==> src/rtl/systolic_mac_array.sv <==
// systolic_mac_array: ROWS x COLS systolic outer-product MAC array with a valid/ready result register.
// Optional SYSTOLIC_SAT_EN: accumulators saturate at 2^AW-1 instead of wrapping.
module systolic_mac_array #(
    parameter int DW   = 8,
    parameter int ROWS = 2,
    parameter int COLS = 2,
    parameter int AW   = 20
) (
    input  logic                      clk,
    input  logic                      rst,
    input  logic                      in_valid,
    output logic                      in_ready,
    input  logic                      in_first,
    input  logic                      in_last,
    input  logic [ROWS*DW-1:0]        x_vec,
    input  logic [COLS*DW-1:0]        y_vec,
    output logic                      out_valid,
    input  logic                      out_ready,
    output logic [ROWS*COLS*AW-1:0]   acc_flat,
    output logic                      busy
);
    localparam int CW = $clog2(ROWS + COLS);
    typedef enum logic [1:0] {IDLE, ACCUM, DRAIN, HOLD} state_t;
    state_t state, state_nx;
    logic [CW-1:0] cnt;
    logic take, tag_v, tag_f, cap;
    logic [DW-1:0] xt [ROWS][COLS];
    logic [DW-1:0] yt [ROWS][COLS];
    logic vt [ROWS][COLS];
    logic ft [ROWS][COLS];
    assign take      = in_valid && in_ready;
    assign tag_v     = take && (state == ACCUM || in_first);
    assign tag_f     = tag_v && in_first;
    assign in_ready  = rst && (state == IDLE || state == ACCUM);
    assign out_valid = state == HOLD;
    assign busy      = state != IDLE;
    always_comb begin
        state_nx = state;
        cap = 1'b0;
        case (state)
            IDLE:  if (take && in_first) state_nx = in_last ? DRAIN : ACCUM;
            ACCUM: if (take && in_last) state_nx = DRAIN;
            DRAIN: if (cnt == CW'(ROWS + COLS - 1)) begin
                cap = 1'b1;
                state_nx = HOLD;
            end
            HOLD:  if (out_ready) state_nx = IDLE;
            default: state_nx = IDLE;
        endcase
    end
    always_ff @(posedge clk or negedge rst) begin
        if (!rst) begin
            state <= IDLE;
            cnt <= '0;
        end else begin
            state <= state_nx;
            cnt <= (state == DRAIN) ? cnt + 1'b1 : '0;
        end
    end
    // Row i delays x by i, then each further tap is one PE to the right.
    for (genvar i = 0; i < ROWS; i++) begin : g_row
        logic [DW+1:0] xs [i+COLS];
        always_ff @(posedge clk or negedge rst) begin
            if (!rst) begin
                for (int k = 0; k < i + COLS; k++) xs[k] <= '0;
            end else begin
                xs[0] <= {tag_v, tag_f, x_vec[i*DW +: DW]};
                for (int k = 1; k < i + COLS; k++) xs[k] <= xs[k-1];
            end
        end
        for (genvar j = 0; j < COLS; j++) begin : g_tap
            assign {vt[i][j], ft[i][j], xt[i][j]} = xs[i+j];
        end
    end
    for (genvar j = 0; j < COLS; j++) begin : g_col
        logic [DW-1:0] ys [j+ROWS];
        always_ff @(posedge clk or negedge rst) begin
            if (!rst) begin
                for (int k = 0; k < j + ROWS; k++) ys[k] <= '0;
            end else begin
                ys[0] <= y_vec[j*DW +: DW];
                for (int k = 1; k < j + ROWS; k++) ys[k] <= ys[k-1];
            end
        end
        for (genvar i = 0; i < ROWS; i++) begin : g_tap
            assign yt[i][j] = ys[i+j];
        end
    end
    for (genvar i = 0; i < ROWS; i++) begin : g_pe_r
        for (genvar j = 0; j < COLS; j++) begin : g_pe_c
            logic [2*DW-1:0] p;
            logic [AW-1:0] acc, res, nxt;
            assign p = xt[i][j] * yt[i][j];
`ifdef SYSTOLIC_SAT_EN
            logic [AW:0] sum;
            assign sum = {1'b0, acc} + (AW+1)'(p);
            assign nxt = sum[AW] ? '1 : sum[AW-1:0];
`else
            assign nxt = acc + AW'(p);
`endif
            always_ff @(posedge clk or negedge rst) begin
                if (!rst) begin
                    acc <= '0;
                    res <= '0;
                end else begin
                    if (vt[i][j]) acc <= ft[i][j] ? AW'(p) : nxt;
                    if (cap) res <= acc;
                end
            end
            assign acc_flat[(i + j*ROWS)*AW +: AW] = res;
        end
    end
endmodule

==> config.mk <==
export PLATFORM = sky130hd
export DESIGN_NAME = systolic_mac_array
export DESIGN_NICKNAME = d
export VERILOG_FILES = /design/src/rtl/systolic_mac_array.sv
export SDC_FILE = /design/constraint.sdc
export NUM_CORES = 1
export LEC_CHECK = 0
export ABC_AREA = 1
export CAP_MARGIN = 25
export CORE_ASPECT_RATIO = 0.7
export CORE_UTILIZATION = 25
export CTS_BUF_LIST = sky130_fd_sc_hd__clkbuf_8
export DETAILED_ROUTE_END_ITERATION = 6
export PLACE_DENSITY = 0.46
export SLEW_MARGIN = 5
export SYNTH_ARGS = -nofsm -noshare
export SYNTH_HDL_FRONTEND = slang
export SYNTH_SLANG_ARGS = --single-unit
==> constraint.sdc <==
create_clock -name clk -period 14.1 [get_ports clk]
set_input_delay 1.41 -clock clk [delete_from_list [all_inputs] [get_ports clk]]
set_output_delay 1.41 -clock clk [all_outputs]
set_load 0.03 [all_outputs]
==> impl_metrics.csv <==
group,metric,value,unit
outcome,status,"finished, final reports clean",
clock_network,htreeDepth,2,
global_route,grt-ovfl-total,0,
layout,n_fill_cell,9667,
sta,hold_viol,0,
sta,timing.final.crit_share,0.392,
sta,fmax,181,MHz
setup_path,regToRegStartpoint,"g_col[0].ys[11]",
detailed_routing,drc,0,
setup_path,cp-start-kind,"flip-flop",
setup_path,critical_path.reg2reg.endpoint,"g_pe_r[0].g_pe_c[0].acc[19]",
setup_path,worst_r2r_path_depth,26,
placement,routabilityCongestion,0.862,
sta,setup_tns,0,ns
min_path,hold_class,"reg2reg",
synth,synth_adder_area_share,0.256,
detailed_routing,vias,18100,
min_path,hold_end,"g_col[1].ys[11]",
placement,port_buffers,120,
sta,relSlewSlack,0.471,
synth,ys_ff_latch,250,
setup_path,crit_required,14.62,ns
floorplan,die_x,360,um
synth,ys.flop_type,"dfrtp_1",
global_route,grt_pass1_vias,18200,
sta,period_needed,5.53,ns
detailed_routing,firstDrtPassIters,7,
min_path,worstHoldStart,"g_col[1].ys[19]",
floorplan,rows,91,
floorplan,initial_core_util,0.253,
floorplan,die_y,252,um
synth,seq_area_frac_synth,0.279,
layout,area_growth,15.2,%
power_and_ir_drop,p_leak,15.0,nW
clock_network,cts_hold_buffers,0,
floorplan,core,0.0885,sq mm
sta,finalSetupViolations,0,
synth,synth_area_leaders,"dfrtp_1 28%, nand2_1 15%, fa_1 13%",
synth,syn_area_per_cell,7.49,sq um
global_route,antenna_found_initial,3,
synth,yosys.area.top_type,"dfrtp_1",
setup_path,crit_path_max_incr_delay,0.72,ns
clock_network,cts_sinks,250,
synth,synth-xor-area-share,0.0180,
sta,grt_setup_unrepaired,"no",
placement,dp_cells,4189,
layout,seqCellArea,0.00626,sq mm
detailed_routing,post_drt_wl_per_cell,14.4,um
floorplan,ios,121,
sta,skew,0.0400,ns
global_route,track_usage,0.139,
clock_network,cts.clk_slew.worst_paths,0.06,ns
layout,multi_input_area,0.0131,sq mm
sta,worst_slew_pin_slew,0.793,ns
synth,synth_edf_count,0,
detailed_routing,postRouteAntennaNets,0,
synth,synth.most_common_cell,"nand2_1",
setup_path,worst_ep_arrival_time,6.05,ns
synth,synthMuxAreaShare,0.0221,
global_route,grt_max_degree,63,
synth,yosysWarnings,0,
detailed_routing,dr.first_iter.drc_count,1149,
global_route,grt_pass1_wl,101000,um
flow_run,max_cap_violations,0,
synth,yosys.area_share.simple,0.226,
layout,final_nets,3483,
setup_path,worstSetupPathType,"reg2reg",
setup_path,cp_max_fo,9,
synth,synth_compound_area_frac,0.0648,
synth,synth_top_area_frac,0.279,
placement,place_hpwl,49100,um
setup_path,cpMostUsedCell,"nand2_1",
synth,synthTopCellsByCount,"872 x nand2_1, 692 x inv_1, 250 x dfrtp_1",
detailed_routing,vias_per_cell,4.23,
power_and_ir_drop,pwr_density_cell,217,mW/mm^2
synth,ys_types,45,
layout,final_cells,4275,
clock_network,cts_buffers,47,
setup_path,cp_slowest_cell,"dfrtp_1",
power_and_ir_drop,ir_worst_vdd,0.0958,mV
synth,syn_nets,3397,
synth,synth_area,0.0224,sq mm
clock_network,cts_setup_buffers,0,
setup_path,end_kind,"flip-flop",
clock_network,root_buffer,"clkbuf_8",
sta,slew_violations,0,
floorplan,die_area,0.0909,sq mm
clock_network,clockBufferDepth,3,
clock_network,ctsResizeCount,0,
detailed_routing,totalWireLength,61500,um
synth,synth_top_family_by_area,"adder cells",
setup_path,r2r_slack,8.57,ns
clock_network,cts_tree,"yes",
min_path,worstHoldPathCells,0,
layout,drive_gt1_frac,0.0511,
synth,async_flop_share,1.00,
clock_network,insertion_delay,0.66,ns
synth,synth_cells,2990,
[metrics by stage]
step                      setup WS, ns  hold slack, ns  instance area [sq um]  total power, mW  utilization
after floorplan                   9.21           0.331                  22400             3.79            -
after global placement            8.61           0.335                  24800             4.79        0.280
after detailed placement          8.59           0.335                  24800             4.78        0.280
after CTS                         8.57           0.340                  25800             5.65        0.292
after global routing              8.14           0.344                  25800             6.24        0.292
final                             8.57           0.340                  25800             5.59        0.292
[how the worst max path moves through the flow]
stage | startpoint | endpoint | slack [ns] | depth (start not counted)
2_1_floorplan | g_row[1].xs[5] | g_pe_r[1].g_pe_c[1].acc[15] | 9.21 | 28
3_3_place_gp | g_col[0].ys[10] | g_pe_r[0].g_pe_c[0].acc[19] | 8.61 | 26
3_5_place_dp | g_col[0].ys[11] | g_pe_r[0].g_pe_c[0].acc[19] | 8.59 | 26
4_1_cts | g_col[0].ys[11] | g_pe_r[0].g_pe_c[0].acc[19] | 8.57 | 26
5_1_grt | g_col[0].ys[11] | g_pe_r[0].g_pe_c[0].acc[14] | 8.14 | 25
6_report | g_col[0].ys[11] | g_pe_r[0].g_pe_c[0].acc[19] | 8.57 | 26
[registers in the layout, summed over array words and instances, names as in the netlist]
name / count
g_pe_r.g_pe_c.acc: 80
cnt: 2
g_row.xs: 44
state: 2
g_col.ys: 40
g_pe_r.g_pe_c.res: 80
ft: 2
[cells by family after synthesis]
| group | count (synthesis) |
|---|---|
| and+or+nand+nor | 1240 |
| adders and majority gates | 369 |
| AOI/OAI and AO/OA | 249 |
| buffers and inverters | 792 |
| DFF | 250 |
| muxes | 44 |
| xor gates and xnor gates | 46 |
[cell usage in the layout (no fill, tap or decap), drive strengths merged, types with 7 or more instances in the layout]
cell type,count
a21o,8
a21oi,98
and2,17
buf,11
clkbuf,56
clkdlybuf4s50,119
clkinv,10
dfrtp,250
fa,148
ha,221
inv,709
mux2,44
nand2,878
nand3,148
nand3b,11
nand4,14
nor2,143
nor3,18
o211ai,14
o21ai,84
o221ai,23
o22ai,7
or2,7
xnor2,24
xor2,22
[power by group]
part	switching, mW	internal (mW)
clock network	0.358	0.454
logic	2.41	1.32
registers	0.160	0.886
[critical path, delay by kind of cell (launching register included)]
family                     cells  cell delay [ns]
AOI/OAI and AO/OA              1             0.12
and+or+nand+nor               15             1.68
buffers and inverters          4             0.20
DFF                            1             0.72
adders and majority gates      6             2.69
[area by class of cell]
type	instances	share of cell area
Antenna cell	2	0.000194
Clock inverter	28	0.0103
Inverter	699	0.102
Clock buffer	56	0.0299
Tap cell	1162	0.0563
Sequential cell	250	0.242
Multi-Input combinational cell	1948	0.510
Timing Repair Buffer	130	0.0497
[routing by layer]
| metal | routed length (um) | up-vias | track usage |
|---|---|---|---|
| met4 | 808 | 0 | 0.0266 |
| met5 | 0 | - | 0 |
| li1 | - | 9255 | - |
| met3 | 2740 | 53 | 0.0226 |
| met2 | 26000 | 275 | 0.213 |
| met1 | 31900 | 8510 | 0.205 |
Note: power is estimated with default switching activity, not from simulation.
